<file path="src/rtl/controle_exibicao_pkg.sv">
// Shared constants for the LED replay sequencer: state encoding, default widths and timings.
package controle_exibicao_pkg;

  localparam int unsigned ADDR_W_PADRAO = 4;
  localparam int unsigned DATA_W_PADRAO = 4;
  localparam int unsigned T_ON_PADRAO   = 500;
  localparam int unsigned T_OFF_PADRAO  = 250;

  localparam int unsigned ESTADO_W = 3;

  localparam logic [ESTADO_W-1:0] OCIOSO  = 3'd0;
  localparam logic [ESTADO_W-1:0] LE_MEM  = 3'd1;
  localparam logic [ESTADO_W-1:0] ACENDE  = 3'd2;
  localparam logic [ESTADO_W-1:0] APAGA   = 3'd3;
  localparam logic [ESTADO_W-1:0] PROXIMO = 3'd4;
  localparam logic [ESTADO_W-1:0] FIM     = 3'd5;
  localparam logic [ESTADO_W-1:0] INTRO   = 3'd6;

  function automatic int unsigned maximo(input int unsigned a, input int unsigned b);
    return (a > b) ? a : b;
  endfunction

endpackage

</file>
<file path="src/rtl/controle_exibicao_temporizador.sv">
// Interval counter for the on/off LED phases: clears to zero, counts while enabled,
// and stops at the terminal value so it can never wrap.
module temporizador_exibicao #(
  parameter int unsigned W = 4
) (
  input  logic         i_clock,
  input  logic         i_reset_n,
  input  logic         i_limpa,
  input  logic         i_habilita,
  input  logic [W-1:0] i_alvo,
  output logic         o_fim
);

  logic [W-1:0] r_cont;

  assign o_fim = (r_cont == i_alvo);

  always_ff @(posedge i_clock or negedge i_reset_n) begin
    if (!i_reset_n) begin
      r_cont <= '0;
    end else if (i_limpa) begin
      r_cont <= '0;
    end else if (i_habilita && !o_fim) begin
      r_cont <= r_cont + W'(1);
    end
  end

endmodule

</file>
<file path="src/rtl/controle_exibicao.sv">
// Replays the stored move sequence (addresses 0..limite) on the LEDs with fixed on/off timing.
// Optional all-LEDs intro flash before the first move: define CONTROLE_EXIBICAO_INTRO_EN.
module controle_exibicao
  import controle_exibicao_pkg::*;
#(
  parameter int unsigned ADDR_W = ADDR_W_PADRAO,
  parameter int unsigned DATA_W = DATA_W_PADRAO,
  parameter int unsigned T_ON   = T_ON_PADRAO,
  parameter int unsigned T_OFF  = T_OFF_PADRAO
) (
  input  logic              clock,
  input  logic              reset,
  input  logic              iniciar,
  input  logic              abortar,
  input  logic [ADDR_W-1:0] limite,
  input  logic [DATA_W-1:0] dado_mem,
  output logic [ADDR_W-1:0] endereco,
  output logic [DATA_W-1:0] leds,
  output logic              ocupado,
  output logic              pronto
);

  localparam int unsigned TW = $clog2(maximo(T_ON, T_OFF) + 1);
  localparam logic [TW-1:0] ALVO_ON  = TW'(T_ON - 1);
  localparam logic [TW-1:0] ALVO_OFF = TW'(T_OFF - 1);

  logic [ESTADO_W-1:0] r_estado;
  logic [ESTADO_W-1:0] w_prox;
  logic [ADDR_W-1:0]   r_endereco;
  logic [ADDR_W-1:0]   r_limite;
  logic [DATA_W-1:0]   r_leds;
  logic                r_ocupado;
  logic                r_pronto;
  logic                w_tmr_limpa;
  logic                w_tmr_habilita;
  logic                w_tmr_fim;
  logic [TW-1:0]       w_tmr_alvo;
`ifdef CONTROLE_EXIBICAO_INTRO_EN
  logic                r_intro_apaga;
  logic                w_intro_apaga_prox;
`endif

  assign endereco = r_endereco;
  assign leds     = r_leds;
  assign ocupado  = r_ocupado;
  assign pronto   = r_pronto;

  temporizador_exibicao #(
    .W(TW)
  ) u_temporizador (
    .i_clock    (clock),
    .i_reset_n  (reset),
    .i_limpa    (w_tmr_limpa),
    .i_habilita (w_tmr_habilita),
    .i_alvo     (w_tmr_alvo),
    .o_fim      (w_tmr_fim)
  );

  always_comb begin
    w_prox         = r_estado;
    w_tmr_habilita = 1'b0;
    w_tmr_alvo     = ALVO_OFF;
`ifdef CONTROLE_EXIBICAO_INTRO_EN
    w_intro_apaga_prox = r_intro_apaga;
`endif
    case (r_estado)
      OCIOSO: begin
        if (iniciar) begin
`ifdef CONTROLE_EXIBICAO_INTRO_EN
          w_prox = INTRO;
`else
          w_prox = LE_MEM;
`endif
        end
      end
      LE_MEM:  w_prox = ACENDE;
      ACENDE: begin
        w_tmr_habilita = 1'b1;
        w_tmr_alvo     = ALVO_ON;
        if (w_tmr_fim) w_prox = APAGA;
      end
      APAGA: begin
        w_tmr_habilita = 1'b1;
        if (w_tmr_fim) w_prox = PROXIMO;
      end
      PROXIMO: w_prox = (r_endereco == r_limite) ? FIM : LE_MEM;
      FIM:     w_prox = OCIOSO;
`ifdef CONTROLE_EXIBICAO_INTRO_EN
      // INTRO is one state with a lit phase then a blank phase, tracked by r_intro_apaga
      INTRO: begin
        w_tmr_habilita = 1'b1;
        if (!r_intro_apaga) begin
          w_tmr_alvo = ALVO_ON;
          if (w_tmr_fim) w_intro_apaga_prox = 1'b1;
        end else if (w_tmr_fim) begin
          w_prox             = LE_MEM;
          w_intro_apaga_prox = 1'b0;
        end
      end
`endif
      default: w_prox = OCIOSO;
    endcase

    if (abortar) begin
      w_prox = OCIOSO;
`ifdef CONTROLE_EXIBICAO_INTRO_EN
      w_intro_apaga_prox = 1'b0;
`endif
    end

    w_tmr_limpa = (w_prox != r_estado);
`ifdef CONTROLE_EXIBICAO_INTRO_EN
    if (w_intro_apaga_prox != r_intro_apaga) w_tmr_limpa = 1'b1;
`endif
  end

  always_ff @(posedge clock or negedge reset) begin
    if (!reset) begin
      r_estado   <= OCIOSO;
      r_endereco <= '0;
      r_limite   <= '0;
      r_leds     <= '0;
      r_ocupado  <= 1'b0;
      r_pronto   <= 1'b0;
`ifdef CONTROLE_EXIBICAO_INTRO_EN
      r_intro_apaga <= 1'b0;
`endif
    end else begin
      r_estado  <= w_prox;
      r_ocupado <= (w_prox != OCIOSO);
      r_pronto  <= (w_prox == FIM);
`ifdef CONTROLE_EXIBICAO_INTRO_EN
      r_intro_apaga <= w_intro_apaga_prox;
`endif
      if (abortar) begin
        r_leds <= '0;
      end else begin
        case (r_estado)
          OCIOSO: begin
            if (iniciar) begin
              r_limite   <= limite;
              r_endereco <= '0;
`ifdef CONTROLE_EXIBICAO_INTRO_EN
              r_leds     <= '1;
`endif
            end
          end
          LE_MEM:  r_leds <= dado_mem;
          ACENDE:  if (w_tmr_fim) r_leds <= '0;
          PROXIMO: if (r_endereco != r_limite) r_endereco <= r_endereco + ADDR_W'(1);
`ifdef CONTROLE_EXIBICAO_INTRO_EN
          INTRO:   if (w_tmr_fim && !r_intro_apaga) r_leds <= '0;
`endif
          default: ;
        endcase
      end
    end
  end

endmodule

</file>
<file path="config.mk">
export PLATFORM = sky130hd
export DESIGN_NAME = controle_exibicao
export DESIGN_NICKNAME = d
export VERILOG_FILES = /design/src/rtl/controle_exibicao_pkg.sv /design/src/rtl/controle_exibicao_temporizador.sv /design/src/rtl/controle_exibicao.sv
export SDC_FILE = /design/constraint.sdc
export NUM_CORES = 1
export LEC_CHECK = 0
export ABC_AREA = 1
export BUFFER_PORTS_ARGS = -buffer_cell sky130_fd_sc_hd__buf_2
export CORE_AREA = 8 8 75 64
export CTS_CLUSTER_SIZE = 28
export DETAILED_ROUTE_END_ITERATION = 10
export DIE_AREA = 0 0 83 72
export GPL_TIMING_DRIVEN = 0
export PLACE_DENSITY = 0.69
export SLEW_MARGIN = 20
export SYNTH_ARGS = -nofsm -noshare
export SYNTH_HDL_FRONTEND = slang
export SYNTH_HIERARCHICAL = 1
export SYNTH_SLANG_ARGS = --single-unit
</file>
<file path="constraint.sdc">
create_clock -name clock -period 3.8 [get_ports clock]
set_input_delay 0.38 -clock clock [delete_from_list [all_inputs] [get_ports clock]]
set_output_delay 0.38 -clock clock [all_outputs]
set_load 0.02 [all_outputs]
</file>
======== After elaboration in Yosys (flattened, before gate mapping) ========
Cells that the tools add are included.
cells by class
  bitwise logic cells ..................... 1
  reductions and logical operators ........ 11
  add/subtract/negate cells ............... 2
  eq/ne operators ......................... 12
  multiplexer cells ....................... 16
operators by type and width
  operator                                             count
  two-way mux 9 bit                                    3
  two-way mux 4 bit                                    4
  one-hot mux 4 bit (2 select lines)                   2
  two-way mux 3 bit                                    5
  one-hot mux 3 bit (5 select lines)                   1
  adder 9 x 1 -> 9 bit, second input constant          1
  equality test 9 bit                                  1
  equality test 3 x 2 -> 1 bit, second input constant  2
  equality test 3 bit, second input constant           2
  nonzero test 3 bit                                   2
  adder 4 x 1 -> 4 bit, second input constant          1
  equality test 4 bit                                  1
  != test 2 bit, second input constant                 2
  != test 4 bit                                        1
  AND reduction 4 bit                                  1
  nonzero test 2 bit                                   2
  equality test 3 x 1 -> 1 bit, second input constant  1
  zero test 3 bit                                      1
  != test 3 x 2 -> 1 bit, second input constant        1
  != test 3 bit                                        1
  AND reduction 3 bit                                  1
  AND reduction 2 bit                                  1
  OR reduction 2 bit                                   1
  logical AND 1 bit                                    1
  3 further kinds                                      3
storage, ports and cells
  output and inout bits ................... 10
  register bits ........................... 26
  input port bits ......................... 12
  word-level logic and storage cells ...... 49

======== Logic depth before layout (Yosys ltp) ========
Gate-level depths: netlist (run 1).
  word-level depth ........................ 8
  mapped depth ............................ 22
  depth with buffers taken out ............ 20

======== By module ========
The synthesis (run 1) kept the hierarchy.
modules (own cells, without submodules)
  module                 instances  area an instance (um^2)  cells an instance  seq. area each (um^2)
  controle_exibicao      1          1001.0                   120                425.4
  temporizador_exibicao  1          708.2                    103                225.2

======== Least setup slack after synthesis (run 1) ========
OpenSTA, ideal clock, no wires.
  path type ............................... reg2reg
  from .................................... register r_estado[2]
  to ...................................... register u_temporizador.r_cont[3]
  required time ........................... 3734 ps
  arrival time ............................ 2446 ps
  library setup time ...................... 66 ps
  clock period less this slack ............ 2513 ps
  stages on the path, launching flop included .. 19
  path slack .............................. 1287 ps
  path buffers ............................ 3
  cell sequence ........................... dfrtp_1 -> buf_12 -> nor2_4 -> nand2_1 -> inv_1 -> xnor2_1 -> nand2_1 -> nor2_1 -> nand2_2 -> buf_6 -> inv_1 -> inv_1 -> o21ai_1 -> xor2_1 -> nand3_2 -> inv_1 -> buf_2 -> nand4_1 -> nand2_1
between the ends
  elaborated cells between the ends (all ways) .. 19
  classes of those cells .................. eq/ne (6); mux (8); reduce/logical (5)
RTL lines
  element                                  line                                  RTL
  start: declaration                       controle_exibicao.sv:27               logic [ESTADO_W-1:0] r_estado;
  start signal: assignment                 controle_exibicao.sv:129              r_estado <= w_prox;
  equality test 3 x 2 -> 1 bit             controle_exibicao.sv:66               case (r_estado)
  OR reduction 2 bit (no source line) (*)  -
  two-way mux 1 bit (*)                    controle_exibicao.sv:66
  net w_tmr_habilita                       controle_exibicao.sv:35               logic w_tmr_habilita;
  logical AND 1 bit (*)                    controle_exibicao_temporizador.sv:23  end else if (i_habilita && !o_fim) begin
  nonzero test 2 bit (no source line) (*)  -
  end signal: assignment                   controle_exibicao_temporizador.sv:24  r_cont <= r_cont + W'(1);
  end: declaration                         controle_exibicao_temporizador.sv:14  logic [W-1:0] r_cont;
Mark *: on every way through the listed nets, which the timed path passes. The rest lies on a longest branch.
A chain may end at the register's enable or synchronous reset.

======== Worst setup path in the final report (run 1) ========
  from .................................... register r_estado[1]
  to ...................................... register u_temporizador.r_cont[3]
The elaborated chain is that of the path after synthesis.

==> out/metrics.cfg, run 1 <==
[setup_path]
crit_start = r_estado[1]
required_ps = 4010
r2r-end = u_temporizador/r_cont[3]
rr_worst_depth = 18
path_max_fanout = 10
regToRegStartpoint = r_estado[1]
crit_type = flip-flop to flip-flop
critPathCaptureType = flip-flop
crit_slowest_cell = dfrtp_1
critical_path_arrival_ps = 3220
cpPeakStageDelay_ps = 470
worstSetupEndpoint = u_temporizador/r_cont[3]
crit_top_cell = inv_1
start_kind = flip-flop
worstPathCellList = inv_1 > nor2_4 > nand2_1 > inv_1 > xnor2_1 > nand3_1 > nor2_1 > nand2_2 > buf_6 > inv_1 > inv_1 > o21ai_1 > xor2_1 > nand3_2 > inv_1 > buf_2 > nand4_1 > nand2_1
ff2ff_setup_slack_ps = 800

[synthesis]
async_reset_ff_frac = 1.00
synthSimpleGateAreaFrac = 0.354
synthMuxAreaShare = 0
avgSynthCellArea_sq_um = 7.66
netlist_instances = 223
synth-seq-cells = 26
ys.warnings.count = 6
synth_compound_area_frac = 0.0666
ys_seq_area_frac = 0.381
synthAdderAreaFrac = 0.0146
yosys-top-cells-area = dfrtp_1, nand2_1, inv_1
synth.distinct_cells = 31
synth_edf_count = 0
synthTopCellsByCount = nand2_1, inv_1, dfrtp_1, nand3_1
synth_xor_area_frac = 0.0666
synth_top_cell_area_share = 0.381
synth_top_family_by_area = simple AND/OR/NAND/NOR gates
ys.flop_type = dfrtp_1
synth.most_common_cell = nand2_1
synth_top_cell_by_area = dfrtp_1
netlist_area_sq_mm = 0.00171

[placement]
portBuffers = 21
dp_hpwl_microns = 2540
gp_congestion = 0.827
pre_cts_slack_ps = 853

[pwr]
powerDensity_mw_per_mm2 = 338
vdd.ir_drop.worst_mv = 0.213
p_leak_nw = 1.08

[outcome]
status = complete, no violations

[cells_and_area]
final_nets = 268
fill_cells = 348
drive_above_1_share = 0.198
syn_to_final_growth_pct = 14.6
antenna_cells = 0

[clock_tree]
cts_hold_buf = 0
clk_latency_ps = 270
post_cts_resized = 0
clk_path_buf_depth = 2
cts.clk_slew.worst_paths_ps = 90
cts_tree = done
cts.sinks = 26
cts_buffers = 3
clockRootBuffer = clkbuf_8
post_cts_buffers = 0
htree_levels = 1

[global_route]
grt_max_degree = 27
overflow = 0
grt_first_pass_wirelength_microns = 6090
grt_antenna_before_repair = 0
track_usage = 0.120
grt_pass1_vias = 1400

[detailed_routing]
dr.first_iter.drc_count = 41
vias = 1425
routed_via_density = 4.80
dr.pass1.iters = 4
wl_per_cell_microns = 11.3
ant_nets = 0
drc_errors = 0
finalWirelength_microns = 3360

[sta]
tns_ps = 0
tightest_slew_ps = 567
post-route-period-util = 0.790
setup_viol = 0
setup_slack_ps = 797
grt_setup_unrepaired = false
timing.fmax_mhz = 333
finalCriticalPeriod_ps = 3000
finalClockSkew_ps = 3.73
relSlewSlack = 0.622
hold_viol_final = 0
final-max-slew-violation-count = 0

[die]
io_pins = 22
core-area_sq_mm = 0.00363
die_height_microns = 72
num_rows = 20
dieArea_sq_mm = 0.00598
die_w_microns = 83
start_util = 0.471

[min_path]
hold_path.class = input pin to async pin

[job]
drv_cap = 0

-- kinds of logic after synthesis --
family / after synthesis
simple gates: 118
other cells: 2
compound gates: 19
flops: 26
buf+inv: 43
xor+xnor: 13
fa+ha+maj: 2
-- cell usage in the layout (no fill, tap or decap), types with 4 or more instances in the layout --
master / Yosys / layout
dfrtp_1: 26 / 26
inv_1: 37 / 37
nand3_1: 19 / 19
nor2_1: 10 / 10
xor2_1: 4 / 4
nand2_1: 59 / 59
o21ai_0: 4 / 4
a21oi_1: 4 / 4
buf_2: 1 / 22
conb_1: 2 / 7
nand4_1: 10 / 10
o21ai_1: 7 / 7
nand2_2: 5 / 5
xnor2_1: 9 / 9
-- worst min-delay path by stage --
stage             endpoint  cells after the start   from  slack (ps)
6_report       r_limite[0]                      1  reset          90
5_1_grt        r_limite[0]                      1  reset         130
4_1_cts        r_limite[0]                      1  reset         120
3_5_place_dp   r_limite[0]                      1  reset         420
3_3_place_gp   r_limite[0]                      1  reset         420
2_1_floorplan  endereco[0]                      0  reset          80
-- power breakdown --
part / internal (W) / total, W / leakage, nW / switching [W]
clock network: 0.000141 / 0.000230 / 0.0357 / 0.0000889
registers: 0.000295 / 0.000311 / 0.349 / 0.0000162
logic: 0.0000417 / 0.000121 / 0.697 / 0.0000793
-- stage by stage --
| stage | cells | hold slack [ps] | area (sq um) | util | power [W] |
|---|---|---|---|---|---|
| after floorplan | 228 | 84.4 | 1730 | - | 0.000401 |
| after global placement | 293 | 419 | 1890 | 0.520 | 0.000436 |
| after detailed placement | 293 | 422 | 1890 | 0.520 | 0.000438 |
| after CTS | 297 | 122 | 1960 | 0.540 | 0.000666 |
| after global routing | 297 | 134 | 1960 | 0.540 | 0.000704 |
| final | 297 | 88.7 | 1960 | 0.540 | 0.000662 |
-- registers in the layout, summed over array words and instances, names as in the netlist --
| signal | flops |
|---|---|
| r_limite | 4 |
| r_estado | 3 |
| endereco | 4 |
| pronto | 1 |
| u_temporizador/r_cont | 9 |
| leds | 4 |
| ocupado | 1 |
-- critical path: cells and delay by family, from the launching register on --
kind,cells,cell delay [ps]
buf+inv,7,1000
simple gates,8,900
flops,1,470
xor+xnor,2,330
compound gates,1,240
-- final cells by class --
type | instances | area (sq um) | area share
clock inverters | 1 | 30.0 | 0.0153
repair buffers | 21 | 105 | 0.0536
plain buffers | 5 | 51.3 | 0.0262
clock buffers | 3 | 41.3 | 0.0211
flip-flops and latches | 26 | 651 | 0.332
multi-input cells | 159 | 883 | 0.451
well taps | 44 | 55.1 | 0.0281
inverters | 38 | 143 | 0.0728
-- metal layers --
| metal | vias up | GRT usage | part of all wire |
|---|---|---|---|
| li1 | 758 | - | - |
| met1 | 635 | 0.165 | 0.54 |
| met2 | 30 | 0.176 | 0.42 |
| met3 | 2 | 0.0336 | 0.035 |
| met4 | 0 | 0.0370 | 0.0095 |
| met5 | - | 0 | 0 |
(Power assumes the default switching activity.)
==> run 2, diff against run 1 <==
clock period = 3 ns   (was 3.8 ns; I/O delays follow)
==> out/metrics.cfg, run 2 (same netlist as run 1, synthesis figures left out) <==
[outcome]
status = complete, no violations  ; unchanged

[detailed_routing]
wl_per_cell_microns = 11.4  ; was 11.3 microns
routed_via_density = 4.85  ; was 4.80
dr.first_iter.drc_count = 34  ; was 41
dr_wl_met2_microns = 1410  ; was 1400 microns
dr_wl_met3_microns = 159  ; was 117 microns
vias = 1439  ; was 1425
ant_nets = 0  ; unchanged
top_layer = met4  ; unchanged
finalWirelength_microns = 3380  ; was 3360 microns
drc_errors = 0  ; unchanged
route.layer.met1.wl_microns = 1780  ; was 1810 microns
dr.pass1.iters = 4  ; unchanged

[cells_and_area]
syn_to_final_growth_pct = 15.7  ; was 14.6%
largest_register_ff_count = 9  ; unchanged
final_nets = 268  ; unchanged
drive_above_1_share = 0.213  ; was 0.198
top_register = u_temporizador/r_cont  ; unchanged
layout_commonest_cell = nand2_1  ; unchanged
final_cell_mix = nand2_1, inv_1, dfrtp_1  ; unchanged
antenna_cells = 0  ; unchanged
design_area_sq_mm = 0.00198  ; was 0.00196 sq mm

[pwr]
switching_share = 0.278  ; was 0.279
vdd.ir_drop.worst_mv = 0.266  ; was 0.213 mV
p_sw_w = 0.000234  ; was 0.000184 W
power.total_w = 0.000843  ; was 0.000662 W
power_frac_comb = 0.191  ; was 0.183
p_seq_frac = 0.467  ; was 0.470
internal_power_w = 0.000609  ; was 0.000477 W
p_clk_frac = 0.341  ; was 0.347
p_leak_nw = 1.08  ; about the same
powerDensity_mw_per_mm2 = 427  ; was 338 mW/mm^2

[clock_tree]
cts_buffers = 3  ; unchanged
cts.sinks = 26  ; unchanged
clockRootBuffer = clkbuf_8  ; unchanged
htree_levels = 1  ; unchanged
clk_path_buf_depth = 2  ; unchanged
cts_tree = done  ; unchanged
clk_latency_ps = 270  ; about the same
cts.clk_slew.worst_paths_ps = 90  ; about the same
post_cts_buffers = 0  ; unchanged

[placement]
postPlaceCellArea_sq_mm = 0.00189  ; unchanged
dp_hpwl_microns = 2540  ; unchanged
portBuffers = 21  ; unchanged
gp_congestion = 0.827  ; unchanged

[global_route]
grt_pass1_vias = 1400  ; unchanged
grt_max_degree = 27  ; unchanged
overflow = 0  ; unchanged
grt_first_pass_wirelength_microns = 6090  ; unchanged
grt_antenna_before_repair = 0  ; unchanged
track_usage = 0.120  ; unchanged

[setup_path]
crit_type = flip-flop to flip-flop  ; unchanged
required_ps = 3210  ; was 4010 ps
start_kind = flip-flop  ; unchanged
path_max_fanout = 10  ; unchanged
critical_path_arrival_ps = 2990  ; was 3220 ps
critPathCaptureType = flip-flop  ; unchanged

[sta]
hold_viol_final = 0  ; unchanged
post-route-period-util = 0.926  ; was 0.790
setup_viol = 0  ; unchanged
timing.fmax_mhz = 360  ; was 333 MHz
relSlewSlack = 0.626  ; was 0.622
finalCriticalPeriod_ps = 2780  ; was 3000 ps
finalClockSkew_ps = 4.71  ; was 3.73 ps
whs_ps = 7.80  ; was 88.7 ps
tightest_slew_ps = 561  ; was 567 ps
final-max-slew-violation-count = 0  ; unchanged

[job]
drv_cap = 0  ; unchanged

[min_path]
hold_path.class = input pin to async pin  ; unchanged

[die]
num_rows = 20  ; unchanged
core-area_sq_mm = 0.00363  ; unchanged
dieArea_sq_mm = 0.00598  ; unchanged
start_util = 0.471  ; unchanged
die_w_microns = 83  ; unchanged
die_height_microns = 72  ; unchanged
io_pins = 22  ; unchanged

run 2: cell counts in the layout (fill, tap and decap cells not counted):
No cell type changed its count.
run 2: metal layers:
metal | vias up | global-route usage
met3 | 2 | 0.0336
met5 | - | 0
met1 | 642 | 0.165
met2 | 40 | 0.176
met4 | 0 | 0.0370
li1 | 755 | -
run 2: power groups by stage:
stage / registers [W] / logic (W) / clock network (W)
finish: 0.000394 / 0.000161 / 0.000288
global route: 0.000398 / 0.000183 / 0.000319
CTS: 0.000394 / 0.000155 / 0.000295
floorplan: 0.000406 / 0.000102 / 0
global placement: 0.000401 / 0.000151 / 0
detailed placement: 0.000400 / 0.000154 / 0
run 2: layout make-up:
cell class / count / area (sq um)
plain buffers: 5 / 53.8
clock buffers: 3 / 41.3
clock inverters: 1 / 30.0
fillers: 344 / 1650
inverters: 38 / 145
multi-input cells: 159 / 895
flip-flops and latches: 26 / 652
well taps: 44 / 55.1
repair buffers: 21 / 105
run 2: per-stage QoR:
step	instances	utilization	setup WS, ps	TNS (ps)
after floorplan	228	-	487	0
after global placement	293	0.520	112	0
after detailed placement	293	0.520	52.6	0
after CTS	297	0.540	47.3	0
after global routing	297	0.545	-13.4	-13.4
final	297	0.545	222	0
run 2: repair_timing:
item / in CTS / in global routing
endpoints found under the setup margin: 1 / 9
hold buffers: 0 / 0
pin swaps: 0 / 0
resized for setup: 1 / 7
run 2: path summary, 6_finish.rpt:
path                             start                        to  slack, ps  cells after the start
max reg2reg                r_estado[2]  u_temporizador/r_cont[3]        220                     18
max in group asynchronous        reset               r_estado[1]       2580                      1
max                        r_estado[2]  u_temporizador/r_cont[3]        220                     18
min reg2reg                r_limite[2]               r_limite[2]        530                      2
min in group clock           limite[1]               r_limite[1]        250                      3
min                              reset               r_limite[0]          8                      1
run 2: critical path, stage by stage (launching register included):
cell and delay (ps):
dfrtp_1 400, buf_12 150, nor2_4 130, nand2_1 130, inv_2 100, xnor2_1 110
nand3_1 90, nor2_1 130, nand2_2 80, buf_6 140, inv_1 100, inv_1 80
o21ai_2 200, xor2_1 260, nand3_4 130, inv_4 100, buf_4 170, nand4_1 110
nand2_1 100
